<file path="config.mk">
export PLATFORM = sky130hd
export DESIGN_NAME = kia_scan_decoder_flat
export DESIGN_NICKNAME = d
export VERILOG_FILES = /design/src/rtl/kia_scan_decoder_if.sv /design/src/rtl/kia_scan_decoder.sv /design/src/flat_wrapper.sv
export SDC_FILE = /design/constraint.sdc
export NUM_CORES = 1
export LEC_CHECK = 0
export ABC_CLOCK_PERIOD_IN_PS = 2100
export BUFFER_PORTS_ARGS = -buffer_cell sky130_fd_sc_hd__buf_4
export CAP_MARGIN = 0
export CORE_ASPECT_RATIO = 0.7
export CORE_MARGIN = 2
export CORE_UTILIZATION = 44
export DETAILED_ROUTE_END_ITERATION = 16
export PLACE_DENSITY = 0.69
export SETUP_SLACK_MARGIN = 0.02
export SYNTH_ARGS = -nofsm -noshare
export SYNTH_HDL_FRONTEND = slang
export SYNTH_SLANG_ARGS = --single-unit
</file>
<file path="constraint.sdc">
create_clock -name CLK_I -period 2.1 [get_ports CLK_I]
set_input_delay 0 -clock CLK_I [delete_from_list [all_inputs] [get_ports CLK_I]]
set_output_delay 0 -clock CLK_I [all_outputs]
set_load 0.02 [all_outputs]
</file>
<file path="src/rtl/kia_scan_decoder_if.sv">
// Wishbone link between the scan decoder (master) and the KIA keyboard adapter (slave).
//   adr : register select, 0 = status/pop, 1 = queue head
//   we  : write strobe; a write to adr 0 pops the KIA queue
//   cyc : bus cycle
//   stb : strobe, always asserted together with cyc
//   ack : slave acknowledge, ends the cycle on the edge where it is high
//   dat : read data from the KIA; status bit0 = empty, bit1 = full
interface kia_scan_decoder_if;
  logic       adr;
  logic       we;
  logic       cyc;
  logic       stb;
  logic       ack;
  logic [7:0] dat;

  modport master (
    output adr,
    output we,
    output cyc,
    output stb,
    input  ack,
    input  dat
  );

  modport slave (
    input  adr,
    input  we,
    input  cyc,
    input  stb,
    output ack,
    output dat
  );
endinterface

</file>
<file path="src/rtl/kia_scan_decoder.sv">
// PS/2 set-2 scan code decoder sitting behind the KIA keyboard adapter.
// Polls the KIA status register, reads and pops each queued byte, folds E0/F0/E1 prefixes
// into single key events and tracks modifier state.
//   CLK_I      : clock, rising edge
//   RES_I      : synchronous active-high reset
//   wb         : Wishbone master port towards the KIA (ADR/WE/CYC/STB out, ACK/DAT in)
//   EV_CODE_O  : scan code of the event, prefixes stripped
//   EV_EXT_O   : event was E0-prefixed
//   EV_BRK_O   : event is a key release (F0-prefixed)
//   EV_VALID_O : event available, held until EV_READY_I
//   EV_READY_I : consumer accepts the event
//   MOD_O      : {caps_lock, alt, ctrl, rshift, lshift}
//   ERR_O      : one-cycle pulse when a 0x00/0xFF error byte is discarded
module kia_scan_decoder #(
  parameter int unsigned POLL_GAP   = 16,
  parameter int unsigned PAUSE_SKIP = 7
) (
  input  logic               CLK_I,
  input  logic               RES_I,
  kia_scan_decoder_if.master wb,
  output logic [7:0]         EV_CODE_O,
  output logic               EV_EXT_O,
  output logic               EV_BRK_O,
  output logic               EV_VALID_O,
  input  logic               EV_READY_I,
  output logic [4:0]         MOD_O,
  output logic               ERR_O
);

  localparam logic [7:0] GapLast  = 8'(POLL_GAP - 1);
  localparam logic [7:0] SkipLoad = 8'(PAUSE_SKIP);

  localparam logic [7:0] CodeExt   = 8'hE0;
  localparam logic [7:0] CodeBrk   = 8'hF0;
  localparam logic [7:0] CodePause = 8'hE1;
  localparam logic [7:0] CodeErrLo = 8'h00;
  localparam logic [7:0] CodeErrHi = 8'hFF;
  localparam logic [7:0] CodeLsh   = 8'h12;
  localparam logic [7:0] CodeRsh   = 8'h59;
  localparam logic [7:0] CodeCtrl  = 8'h14;
  localparam logic [7:0] CodeAlt   = 8'h11;
  localparam logic [7:0] CodeCaps  = 8'h58;

  localparam int unsigned ModLsh  = 0;
  localparam int unsigned ModRsh  = 1;
  localparam int unsigned ModCtrl = 2;
  localparam int unsigned ModAlt  = 3;
  localparam int unsigned ModCaps = 4;

  typedef enum logic [2:0] {
    StPoll,
    StGap,
    StRead,
    StPop,
    StEmit
  } state_e;

  state_e     state_q, state_d;
  logic       cyc_q, cyc_d;
  logic [7:0] gap_q, gap_d;
  logic [7:0] byte_q, byte_d;
  logic       ext_q, ext_d;
  logic       brk_q, brk_d;
  logic [7:0] skip_q, skip_d;
  logic [7:0] ev_code_q, ev_code_d;
  logic       ev_ext_q, ev_ext_d;
  logic       ev_brk_q, ev_brk_d;
  logic [4:0] mod_q, mod_d;
  logic       caps_down_q, caps_down_d;
  logic       err_q, err_d;
  logic       make;

  assign make = ~brk_q;

  always_comb begin
    state_d     = state_q;
    cyc_d       = cyc_q;
    gap_d       = gap_q;
    byte_d      = byte_q;
    ext_d       = ext_q;
    brk_d       = brk_q;
    skip_d      = skip_q;
    ev_code_d   = ev_code_q;
    ev_ext_d    = ev_ext_q;
    ev_brk_d    = ev_brk_q;
    mod_d       = mod_q;
    caps_down_d = caps_down_q;
    err_d       = 1'b0;

    unique case (state_q)
      // Each bus state spends its first cycle with CYC low, which gives the mandatory idle
      // cycle between back-to-back transactions.
      StPoll: begin
        if (!cyc_q) begin
          cyc_d = 1'b1;
        end else if (wb.ack) begin
          cyc_d = 1'b0;
          if (wb.dat[0]) begin
            state_d = StGap;
            gap_d   = 8'd0;
          end else begin
            state_d = StRead;
          end
        end
      end

      StGap: begin
        if (gap_q == GapLast) begin
          state_d = StPoll;
        end else begin
          gap_d = gap_q + 8'd1;
        end
      end

      StRead: begin
        if (!cyc_q) begin
          cyc_d = 1'b1;
        end else if (wb.ack) begin
          cyc_d   = 1'b0;
          byte_d  = wb.dat;
          state_d = StPop;
        end
      end

      StPop: begin
        if (!cyc_q) begin
          cyc_d = 1'b1;
        end else if (wb.ack) begin
          cyc_d   = 1'b0;
          state_d = StPoll;
          if (skip_q != 8'd0) begin
            // Tail of a Pause sequence: drop without touching the prefix flags.
            skip_d = skip_q - 8'd1;
          end else begin
            case (byte_q)
              CodeExt: ext_d = 1'b1;
              CodeBrk: brk_d = 1'b1;
              CodePause: begin
                skip_d = SkipLoad;
                ext_d  = 1'b0;
                brk_d  = 1'b0;
              end
              CodeErrLo, CodeErrHi: begin
                err_d = 1'b1;
                ext_d = 1'b0;
                brk_d = 1'b0;
              end
              default: begin
                state_d   = StEmit;
                ev_code_d = byte_q;
                ev_ext_d  = ext_q;
                ev_brk_d  = brk_q;
                ext_d     = 1'b0;
                brk_d     = 1'b0;
                case (byte_q)
                  CodeLsh:  mod_d[ModLsh]  = make;
                  CodeRsh:  mod_d[ModRsh]  = make;
                  CodeCtrl: mod_d[ModCtrl] = make;
                  CodeAlt:  mod_d[ModAlt]  = make;
                  CodeCaps: begin
                    // caps_down masks typematic repeats so only a fresh press toggles.
                    if (!make) begin
                      caps_down_d = 1'b0;
                    end else if (!caps_down_q) begin
                      mod_d[ModCaps] = ~mod_q[ModCaps];
                      caps_down_d    = 1'b1;
                    end
                  end
                  default: ;
                endcase
              end
            endcase
          end
        end
      end

      StEmit: begin
        // Start the next status poll straight away; CYC was already low throughout EMIT.
        if (EV_READY_I) begin
          state_d = StPoll;
          cyc_d   = 1'b1;
        end
      end

      default: begin
        state_d = StPoll;
        cyc_d   = 1'b0;
      end
    endcase
  end

  always_ff @(posedge CLK_I) begin
    if (RES_I) begin
      state_q     <= StPoll;
      cyc_q       <= 1'b0;
      gap_q       <= 8'd0;
      byte_q      <= 8'd0;
      ext_q       <= 1'b0;
      brk_q       <= 1'b0;
      skip_q      <= 8'd0;
      ev_code_q   <= 8'd0;
      ev_ext_q    <= 1'b0;
      ev_brk_q    <= 1'b0;
      mod_q       <= 5'd0;
      caps_down_q <= 1'b0;
      err_q       <= 1'b0;
    end else begin
      state_q     <= state_d;
      cyc_q       <= cyc_d;
      gap_q       <= gap_d;
      byte_q      <= byte_d;
      ext_q       <= ext_d;
      brk_q       <= brk_d;
      skip_q      <= skip_d;
      ev_code_q   <= ev_code_d;
      ev_ext_q    <= ev_ext_d;
      ev_brk_q    <= ev_brk_d;
      mod_q       <= mod_d;
      caps_down_q <= caps_down_d;
      err_q       <= err_d;
    end
  end

  // ADR/WE derive from the state, which cannot change while CYC is high.
  assign wb.cyc = cyc_q;
  assign wb.stb = cyc_q;
  assign wb.adr = cyc_q & (state_q == StRead);
  assign wb.we  = cyc_q & (state_q == StPop);

  assign EV_CODE_O  = ev_code_q;
  assign EV_EXT_O   = ev_ext_q;
  assign EV_BRK_O   = ev_brk_q;
  assign EV_VALID_O = (state_q == StEmit);
  assign MOD_O      = mod_q;
  assign ERR_O      = err_q;

endmodule

</file>
<file path="src/flat_wrapper.sv">
// flat-port wrapper written by rule: the top's interface ports become plain ports
module kia_scan_decoder_flat 
#(
  parameter int unsigned POLL_GAP   = 16,
  parameter int unsigned PAUSE_SKIP = 7
)
  (CLK_I, RES_I, EV_CODE_O, EV_EXT_O, EV_BRK_O, EV_VALID_O, EV_READY_I, MOD_O, ERR_O, wb_adr, wb_we, wb_cyc, wb_stb, wb_ack, wb_dat);
  kia_scan_decoder_if wb_i ();
  input  logic CLK_I;
  input  logic RES_I;
  output logic [7:0] EV_CODE_O;
  output logic EV_EXT_O;
  output logic EV_BRK_O;
  output logic EV_VALID_O;
  input  logic EV_READY_I;
  output logic [4:0] MOD_O;
  output logic ERR_O;
  output wire logic [$bits(wb_i.adr)-1:0] wb_adr;
  output wire logic [$bits(wb_i.we)-1:0] wb_we;
  output wire logic [$bits(wb_i.cyc)-1:0] wb_cyc;
  output wire logic [$bits(wb_i.stb)-1:0] wb_stb;
  input wire logic [$bits(wb_i.ack)-1:0] wb_ack;
  input wire logic [$bits(wb_i.dat)-1:0] wb_dat;
  assign wb_adr = wb_i.adr;
  assign wb_we = wb_i.we;
  assign wb_cyc = wb_i.cyc;
  assign wb_stb = wb_i.stb;
  assign wb_i.ack = wb_ack;
  assign wb_i.dat = wb_dat;
  kia_scan_decoder #(.POLL_GAP(POLL_GAP), .PAUSE_SKIP(PAUSE_SKIP)) u_core (.CLK_I(CLK_I), .RES_I(RES_I), .wb(wb_i), .EV_CODE_O(EV_CODE_O), .EV_EXT_O(EV_EXT_O), .EV_BRK_O(EV_BRK_O), .EV_VALID_O(EV_VALID_O), .EV_READY_I(EV_READY_I), .MOD_O(MOD_O), .ERR_O(ERR_O));
endmodule
</file>
# Yosys cells after proc, flatten, opt, wreduce, memory -nomap -nowiden
# Cells that the tools add are included.
# op_classes
bitwise	13
n_addsub	2
eq_ne	24
muxes	27
reduce_logical	23
# op_table
operator	n
two-way mux 8 bit	6
equality test 8 bit, second input constant	4
two-way mux 3 bit	10
AND reduction 6 bit	5
equality test 8 x 5 -> 1 bit, second input constant	3
AND reduction 5 bit	4
equality test 8 x 7 -> 1 bit, second input constant	2
one-hot mux 8 bit (2 select lines)	1
AND reduction 8 bit	2
one-hot mux 3 bit (5 select lines)	1
inverter 1 bit	11
inequality test 2 x 1 -> 1 bit, second input constant	5
inequality test 2 bit, second input constant	5
OR reduction 5 bit	2
adder 8 x 1 -> 8 bit, second input constant	1
equality test 8 x 4 -> 1 bit, second input constant	1
logical NOT 8 bit	1
nonzero test 8 bit	1
subtractor 8 x 1 -> 8 bit, second input constant	1
equality test 3 x 2 -> 1 bit, second input constant	2
two-way mux 1 bit	5
one-hot mux 1 bit (2 select lines)	2
AND reduction 4 bit	1
nonzero test 2 bit	2
10 further kinds	11
# word_totals
register_bits	47
input_bits	12

# Longest topological paths before layout
# Gate-level depths: netlist of the first run.
# logic_depth
depth_word	7
depth_mapped	7
mapped_depth_nobuf	6

# Worst setup path before layout of the first run
# Ideal clock, no wire load.
# synth_timing
kind	reg2reg
startpoint	reg u_core.cyc_q (netlist: u_core.wb.cyc)
endpoint	reg u_core.skip_q[3]
stages_incl_launch_ff	7
setup_slack_ns	0.008
t_arrival_ns	1.940
period_less_slack_ns	2.092
n_path_buf	2
cell_sequence	dfxtp_1 -> clkbuf_1 -> and4b_1 -> buf_2 -> nand4_1 -> o41ai_1 -> a21oi_1
# synth_via
elab_chain_cells	1
# synth_lines
item	line_no	source
from (decl)	kia_scan_decoder.sv:59	logic cyc_q, cyc_d;
from (signal assigned)	kia_scan_decoder.sv:209	cyc_q <= cyc_d;
AND reduction 4 bit (no source line)	n/a	
to (signal assigned)	kia_scan_decoder.sv:214	skip_q <= skip_d;
to (decl)	kia_scan_decoder.sv:64	logic [7:0] skip_q, skip_d;
# No other way between the ends.
# A chain may end at the register's enable or synchronous reset.

# Worst setup path after layout of the first run
# layout_timing
startpoint	reg u_core.state_q[2]
endpoint	reg u_core.skip_q[7]
# layout_via
elab_chain_cells	2
# layout_lines
item	line_no	source
from (decl)	kia_scan_decoder.sv:58	state_e state_q, state_d;
from (signal assigned)	kia_scan_decoder.sv:194	state_q <= StPoll;
from (signal assigned)	kia_scan_decoder.sv:208	state_q <= state_d;
equality test 3 x 2 -> 1 bit	kia_scan_decoder.sv:90	unique case (state_q)
AND reduction 4 bit (no source line)	n/a	
# No other way between the ends.

==> results of run 1 <==
## routing by layer
metal	up-vias	wire length, um
met2	60	2299
met1	993	2938
met5	-	0
met3	9	394
met4	0	98
li1	1109	-
## through the flow
step	cell area, um^2	instances	hold WS, ns	utilization
final	2930	391	0.05545	0.5603
after global routing	2930	391	0.06008	0.5603
after CTS	2918	391	0.05244	0.5579
after detailed placement	2753	375	0.2407	0.5263
after global placement	2753	375	0.2351	0.5263
after floorplan	2382	272	0.1439	-
## timing repair
action                                  4_1_cts  5_1_grt
hold buffers                                  8        0
gates resized for setup                       0        4
endpoints found under the setup margin        0        6
hold endpoints to repair                      8        0
## where the power goes
part	total (uW)	internal (uW)	switching (uW)
sequential	903	896	6.15
clock	540	233	307
combinational	123	56.0	66.6
## path summary, 6_finish.rpt
check / end / depth (start not counted) / start
setup reg to reg: u_core.skip_q[7] / 4 / u_core.state_q[2]
hold reg to reg: u_core.EV_EXT_O / 2 / u_core.EV_EXT_O
hold / removal: u_core.state_q[2] / 3 / EV_READY_I
setup / recovery: u_core.skip_q[7] / 4 / u_core.state_q[2]
## synthesized netlist by cell type, types with 4 or more instances
master and n:
dfxtp_1 47, nand2_1 30, a21oi_1 20, mux2i_1 18, nor2_1 17, clkbuf_1 12
nand3_1 8, or4_1 8, o21ai_0 7, o31ai_1 7, or3_1 6, nand4_1 5
nand4b_1 5, nor3_1 5, and3_1 4, inv_1 4, nor2b_1 4, nor3b_1 4
nor4_1 4, o2111ai_1 4
## final cells by class
| cell class | instances | share of cell area |
|---|---|---|
| inverter | 5 | 0.006405 |
| clock buffer | 6 | 0.02477 |
| sequential | 47 | 0.3211 |
| multi-input combinational | 201 | 0.4573 |
| clock inverter | 2 | 0.004270 |
| tap | 72 | 0.03074 |
| timing repair buffer | 58 | 0.1554 |
## critical path, stage by stage, from the launching register on
cell and delay [ns]:
dfxtp_1 0.39, and4b_1 0.50, nand2_1 0.30, or4_1 0.56
a21oi_1 0.14
## flip-flops by register name, indices dropped and copies added, names as in the netlist
register,cells
u_core.ERR_O,1
u_core.caps_down_q,1
u_core.state_q,3
u_core.gap_q,8
u_core.brk_q,1
u_core.wb.cyc,1
u_core.EV_EXT_O,1
u_core.byte_q,8
u_core.EV_CODE_O,8
u_core.skip_q,8
u_core.EV_BRK_O,1
u_core.MOD_O,5
u_core.ext_q,1
## cell families (layout without fill, tap and decap cells)
| kind of cell | count (synthesis) | after routing | synth area share |
|---|---|---|---|
| compound gates | 61 | 61 | 0.1776 |
| flops | 47 | 47 | 0.3962 |
| xor+xnor | 2 | 2 | 0.007378 |
| mux | 19 | 19 | 0.08061 |
| buf+inv | 24 | 71 | 0.04794 |
| simple gates | 116 | 116 | 0.2745 |
| fa+ha+maj | 3 | 3 | 0.01581 |
## placed cells by master, fill, tap and decap left out, drive strengths merged, types with 4 or more instances in the layout
cell type	count
nand3	8
o21ai	7
or3	6
dlygate4sd3	8
dfxtp	47
nor3b	4
buf	50
o31ai	7
nor2b	4
nand4b	5
inv	4
nor3	5
nand2	30
o2111ai	4
mux2i	18
or4	8
nor2	17
a21oi	20
nor4	4
nand4	5
and3	4
clkbuf	6
==> results.cfg, run 1 <==
[route]
vias = 2171
first_iter_violations = 207
dr.pass1.iters = 4
routed_wl_um = 5731
detail-route-antenna-nets = 0
wire_per_inst_um = 14.66
via_per_inst = 5.552
drc = 0

[synth]
synth.avg_cell_area_um2 = 8.731
synth-seq-area-share = 0.3962
synth_cell_types = 53
synth_edf_count = 0
yosysTopAreaCell = dfxtp_1
synth_top_area_frac = 0.3962
ys.flop_type = dfxtp_1
syn_inst = 272
synth_area_leaders = dfxtp_1 (40%), mux2i_1 (7.6%), nand2_1 (4.7%)
yosys_warnings = 0
syn-num-nets = 287
yosys_register_bits = 47
syn-cell-area_um2 = 2375
synthArstFlopShare = 0

[clocking]
clk_pin_slew_ns = 0.09
root_buffer = clkbuf_8
cts_tree = yes
cts_sinks = 47
cts_made_buffers = 5
htreeDepth = 2
insertion_delay_ns = 0.30
cts_setup_buffers = 0
clk_path_buf_depth = 2

[timing]
finalSetupViolations = 0
fmax_ghz = 0.5087
rsz0062_at_grt = false
timing.final.crit_share = 0.9361
fin_skew_ns = 0.006079
drv_slew = 0
finalHoldViolCount = 0
fin_tns_setup_ns = 0
slew_headroom = 0.6251
worst_pin_slew_ns = 0.5612
setup_ws_ns = 0.1343
period_needed_ns = 1.966

[final_layout]
nNetsFinal = 333
drive_gt1_frac = 0.2038
n_antenna_cell = 0
regArea_um2 = 940.9
multi_input_area_um2 = 1340
area_delta_synth_final_pct = 23.39
fillers = 489

[die]
initial_core_util = 0.4541
fp.dieW_um = 91.81
core_area_um2 = 5230
rows = 22
die_h_um = 65.47
pin_count = 33
die_area_um2 = 6010

[critical_path]
endpoint_kind = flip-flop
required_ns = 2.34
cp-start-kind = flip-flop
ff2ff_setup_slack_ns = 0.13
worst-endpoint-arrival_ns = 2.20
crit_type = flip-flop to flip-flop
crit_path_max_fanout = 12

[place]
port_buffers = 32
gp_congestion = 0.8184
dp_slack_ns = 0.1146
hpwl_um = 4092

[grt]
grtUsageMet1 = 0.3082
grt.total_usage = 0.2108
grt_max_degree = 27
antenna_found_initial = 0
grt_pass1_wl_um = 10030
use_met2 = 0.3024
gr-usage-met3 = 0.05046
grt_overflow = 0
grt_busiest_layer = met1
grt_pass1_vias = 2034

[run]
cap_violations = 0

[outcome]
status = complete, no violations

[power]
p_total_uw = 1565
p_leak_uw = 0.001162
peakVddDrop_uv = 372.7
p_per_area_nw_per_um2 = 534.2

[worst_hold_path]
holdCritPathClass = input pin to flip-flop
(Power assumes the default switching activity.)
==> run 2: changes to the inputs <==
Settings changed: ABC_AREA from default to 1.
==> run 2 against run 1 <==
Largest power group unchanged. Final area rose by 4.4%. Highest routed layer unchanged. Synthesized area grew 8.3%. First-iteration DRC count down 52%. Routed wire length fell by 4.2%. Fmax increased by 16%. Synthesized cell count is 44% higher. Sequential power up 9.1%. Global-route usage is 2.3 points lower. Worst hold slack worse by 0.028 ns. Via count rose by 13%.
==> results.cfg, run 2 <==
[critical_path]
r2r_end = u_core.EV_CODE_O[7]
cp-start-kind = flip-flop
crit_chain = inv_1 -> ha_1 -> nand2_2 -> nor2_8 -> nand2_4 -> nor2_8 -> nand3_2 -> buf_4 -> nand2_1 -> nand2_1 -> nor2_1
crit_path_top_delay_cell = dfxtp_1
cp_num_buf_inv = 2
required_ns = 2.35
cp_top_family = simple AND/OR/NAND/NOR gates
timing.rr.start = u_core.skip_q[0]
crit_type = flip-flop to flip-flop
r2r_cells = 11
ff2ff_setup_slack_ns = 0.40
worst-endpoint-arrival_ns = 1.95
slowest_delay_ns = 0.33
crit_path_max_fanout = 13
endpoint_kind = flip-flop

[timing]
hold_slack_ns = 0.02769
rsz0062_at_grt = false
timing.final.crit_share = 0.8095
period_needed_ns = 1.700
finalHoldViolCount = 0
worst_pin_slew_ns = 0.4699
finalSetupViolations = 0
drv_slew = 0
fin_tns_setup_ns = 0
fin_skew_ns = 0.01073
fmax_ghz = 0.5883
slew_headroom = 0.6868
setup_ws_ns = 0.4001

[place]
dp_slack_ns = 0.4166
placed_area_um2 = 2858
port_buffers = 32
gp_congestion = 0.8232
hpwl_um = 4124

[route]
dr.pass1.iters = 5
detail-route-antenna-nets = 0
first_iter_violations = 99
drc = 0
routed_wl_um = 5493
via_per_inst = 4.837
vias = 2462
wire_per_inst_um = 10.79

[final_layout]
final_util = 0.5398
mostFrequentLayoutCell = nand2_1
layout_common_cells = nand2_1 (99), nor2_1 (64), inv_1 (47), dfxtp_1 (47), buf_4 (36)
n_antenna_cell = 0
fillers = 544
multi_input_area_um2 = 1354
drive_gt1_frac = 0.1636
regArea_um2 = 940.9
postLayoutCellArea_um2 = 3060
nNetsFinal = 448
area_delta_synth_final_pct = 19.03

[power]
comb_power_share = 0.243
p_sw_uw = 729.5
intPower_uw = 1461
p_leak_uw = 0.001420
swShare = 0.3330
p_per_area_nw_per_um2 = 715.9
clkPwrFrac = 0.307
peakVddDrop_uv = 472.6
power.share.sequential = 0.450

[synth]
synth_top_area_frac = 0.3659
synth.avg_cell_area_um2 = 6.543
synth_edf_count = 0
syn-num-nets = 408
yosys_register_bits = 47
synth_common_cells = nand2_1 (99), nor2_1 (64), dfxtp_1 (47), inv_1 (47), a21oi_1 (31)
synthArstFlopShare = 0
syn-cell-area_um2 = 2571
synth-seq-area-share = 0.3659
yosysMostFrequentCell = nand2_1
ys.flop_type = dfxtp_1
yosysTopAreaCell = dfxtp_1
yosys_warnings = 0
synth_cell_types = 31
synth_area_leaders = dfxtp_1 (37%), nand2_1 (14%), nor2_1 (9.3%)
syn_inst = 393

[die]
pin_count = 33
initial_core_util = 0.4535
core_area_um2 = 5669
fp.dieW_um = 95.37
die_h_um = 67.96
rows = 23
die_area_um2 = 6481

[worst_hold_path]
min_to = u_core.byte_q[0]
holdPathStages = 3
hp-start = wb_dat[0]
holdCritPathClass = input pin to flip-flop

[clocking]
clk_path_buf_depth = 2
cts_tree = yes
root_buffer = clkbuf_8
clk_pin_slew_ns = 0.10
cts_setup_buffers = 0
cts_resized = 0
insertion_delay_ns = 0.31
cts_sinks = 47
cts_made_buffers = 5
htreeDepth = 2

[outcome]
status = complete, no violations

[grt]
grt_pass1_vias = 2105
grt_max_degree = 21
grt.total_usage = 0.1881
grt_pass1_wl_um = 9515
grt_overflow = 0
antenna_found_initial = 0

[run]
cap_violations = 0
run 2: cells by family after synthesis:
| family | Yosys count | share of synthesized area |
|---|---|---|
| and+or+nand+nor | 232 | 0.4141 |
| buffers and inverters | 65 | 0.1075 |
| DFF | 47 | 0.3659 |
| AOI/OAI and AO/OA | 42 | 0.08419 |
| xor gates and xnor gates | 4 | 0.01363 |
| adders and majority gates | 3 | 0.01460 |
run 2: layout make-up:
type | count | area share
inverters | 53 | 0.06500
flip-flops and latches | 47 | 0.3074
repair buffers | 45 | 0.1177
clock inverters | 3 | 0.01431
multi-input cells | 281 | 0.4424
well taps | 75 | 0.03066
clock buffers | 5 | 0.02249
run 2: timing repair:
| item | CTS | global route |
|---|---|---|
| hold buffers | 9 | 0 |
| setup endpoints to repair | 0 | 0 |
| endpoints found under the hold margin | 16 | 0 |
run 2: worst max path at each step:
stage          slack, ns  depth (start not counted)             endpoint               from
4_1_cts             0.40                         10      u_core.EV_EXT_O   u_core.skip_q[0]
5_1_grt             0.23                          8      u_core.EV_EXT_O   u_core.byte_q[0]
6_report            0.40                         11  u_core.EV_CODE_O[7]   u_core.skip_q[0]
3_3_place_gp        0.45                          7     u_core.skip_q[3]  u_core.state_q[1]
3_5_place_dp        0.42                         10  u_core.EV_CODE_O[6]   u_core.skip_q[0]
2_1_floorplan       0.47                          6     u_core.byte_q[5]      u_core.wb.cyc
run 2: power by group through the flow:
stage                     sequential [uW]  clock, uW  combinational [uW]
final                                 985        673                 533
after global routing                  992        729                 602
after CTS                             985        695                 529
after detailed placement             1010          0                 515
after global placement               1010          0                 513
after floorplan                      1010          0                 394
run 2: metrics by stage:
stage | power, uW | std cells
floorplan | 1400 | 393
global placement | 1518 | 492
detailed placement | 1521 | 492
CTS | 2209 | 509
global route | 2324 | 509
finish | 2191 | 509
run 2: metal layers:
layer	up-vias	routed length [um]	part of all wire	GRT usage
met5	-	0	0	0
met4	0	76	0.014	0.06522
met3	8	251	0.046	0.03965
met2	48	2204	0.40	0.2808
met1	1093	2960	0.54	0.2689
li1	1313	-	-	-
run 2: worst min-delay path: cells and delay by family:
kind / cells / cell delay [ns]
compound gates: 2 / 0.19
buf+inv: 1 / 0.10
==> run 3: changes to the inputs <==
Settings changed: ABC_CLOCK_PERIOD_IN_PS 2100 to 1400.
Clock period 2.1 ns to 1.4 ns, I/O delays scaled along.
==> run 3 against run 2 <==
The run now ends with setup timing left. Die area stayed put. Via count is 14% higher. Clock skew is 0.0037 ns lower. Routed wire length is 31% higher. Non-clock buffer count is 57 higher. Combinational power is 140% higher. Critical endpoint is now u_core.EV_CODE_O[0]. Largest cell class unchanged. Largest power group unchanged. Highest routed layer unchanged.
==> results.cfg, run 3 (synthesis results as in run 2) <==
[timing]
setup_ws_ns = -0.1088
fmax_ghz = 0.6628
slew_headroom = 0.7720
period_needed_ns = 1.509
rsz0062_at_grt = true
drv_slew = 0
timing.final.crit_share = 1.078
fin_skew_ns = 0.006984
fin_tns_setup_ns = -1.148
worst_pin_slew_ns = 0.3416
finalHoldViolCount = 0
finalSetupViolations = 19

[clocking]
cts_made_buffers = 5
htreeDepth = 2
cts_sinks = 47
insertion_delay_ns = 0.30
clk_path_buf_depth = 2
clk_pin_slew_ns = 0.10
cts_tree = yes
root_buffer = clkbuf_8

[power]
peakVddDrop_uv = 801.9
p_per_area_nw_per_um2 = 962.3
p_leak_uw = 0.001775
p_total_uw = 3723

[grt]
grt_overflow = 0
grt_max_degree = 17
grt_pass1_vias = 2511
antenna_found_initial = 0
grt_pass1_wl_um = 11320
grt.total_usage = 0.2235

[place]
gp_congestion = 0.8825
hpwl_um = 4594
port_buffers = 32
dp_slack_ns = -0.07814

[critical_path]
cp-start-kind = flip-flop
timing.rr.start = u_core.skip_q[0]
r2r_cells = 10
crit_path_max_fanout = 5
ff2ff_setup_slack_ns = -0.11
endpoint_kind = flip-flop
r2r_end = u_core.EV_CODE_O[0]
crit_type = flip-flop to flip-flop
required_ns = 1.61
worst-endpoint-arrival_ns = 1.72

[final_layout]
layout_common_cells = buf_4 (88), nand2_1 (83), nor2_1 (50)
nNetsFinal = 507
mostFrequentLayoutCell = buf_4
n_antenna_cell = 0
area_delta_synth_final_pct = 50.46
drive_gt1_frac = 0.4037
final_util = 0.6824
fillers = 456

[die]
die_h_um = 67.96
die_area_um2 = 6481
initial_core_util = 0.4535
core_area_um2 = 5669
pin_count = 33
rows = 23
fp.dieW_um = 95.37

[worst_hold_path]
holdPathStages = 3
min_to = u_core.byte_q[0]
holdCritPathClass = input pin to flip-flop
hp-start = wb_dat[0]

[route]
top_layer = met4
first_iter_violations = 163
drc = 0
routed_wl_um = 7192
dr.pass1.iters = 5
wl_met2_um = 3127
via_per_inst = 4.944
wl_met3_um = 387
vias = 2808
detail-route-antenna-nets = 0
wire_per_inst_um = 12.66
wl_met1_um = 3539

[run]
cap_violations = 0

[outcome]
status = finished, violations left
violations = setup timing
==> run 3: worst max path at each step <==
stage                                 start                   to  slack, ns  cells past startpoint
after floorplan           u_core.state_q[2]     u_core.byte_q[5]       0.03                      7
after global placement     u_core.byte_q[1]      u_core.MOD_O[4]      -0.04                      9
after detailed placement   u_core.byte_q[1]      u_core.MOD_O[4]      -0.08                      9
after CTS                  u_core.skip_q[0]      u_core.MOD_O[4]      -0.04                     11
after global routing       u_core.byte_q[0]  u_core.EV_CODE_O[2]      -0.21                     11
final                      u_core.skip_q[0]  u_core.EV_CODE_O[0]      -0.11                     10
==> run 3: per-stage QoR <==
| step | hold WS [ns] | area, um^2 | instances |
|---|---|---|---|
| global route | 0.02794 | 3869 | 568 |
| detailed placement | 0.2857 | 3289 | 541 |
| finish | 0.003185 | 3869 | 568 |
| floorplan | 0.1644 | 2616 | 393 |
| CTS | 0.003299 | 3561 | 560 |
| global placement | 0.2698 | 3289 | 541 |
==> run 3: power breakdown <==
group	total, uW	switching (uW)	internal [uW]
clock	944	493	451
sequential	1500	87.3	1410
combinational	1280	750	528
total	3720	1330	2390
==> run 3: timing repair <==
item                                   in CTS  in global routing
hold buffers                                5                  3
endpoints found under the hold margin       5                  3
cloned                                      2                  1
setup endpoints to repair                  33                 42
gates resized for setup                    24                 66
setup buffers                               4                  4
pin swaps                                   3                 25
==> run 3: worst max-delay path, stage by stage (launching register included) <==
cell and delay (ns):
dfxtp_2 0.33, inv_2 0.07, ha_4 0.15, nand2_4 0.06, nor2_8 0.10, nand2_4 0.09
nor2_8 0.21, buf_4 0.16, nand3_4 0.08, nor2_1 0.11, nor2_1 0.06
==> run 3: final cells by class <==
class / instances / area [um^2] / share of cell area
clock buffer: 7 / 96.34 / 0.02490
clock inverter: 1 / 7.507 / 0.001940
inverter: 53 / 206.4 / 0.05336
multi-input combinational: 283 / 1649 / 0.4263
sequential: 47 / 967.2 / 0.2500
tap: 75 / 93.84 / 0.02426
timing repair buffer: 102 / 848.3 / 0.2193
==> run 3: per-layer routing <==
layer | vias up | global-route usage
met1 | 1258 | 0.3230
met5 | - | 0
met4 | 0 | 0.07609
met2 | 99 | 0.3292
li1 | 1439 | -
met3 | 12 | 0.04736
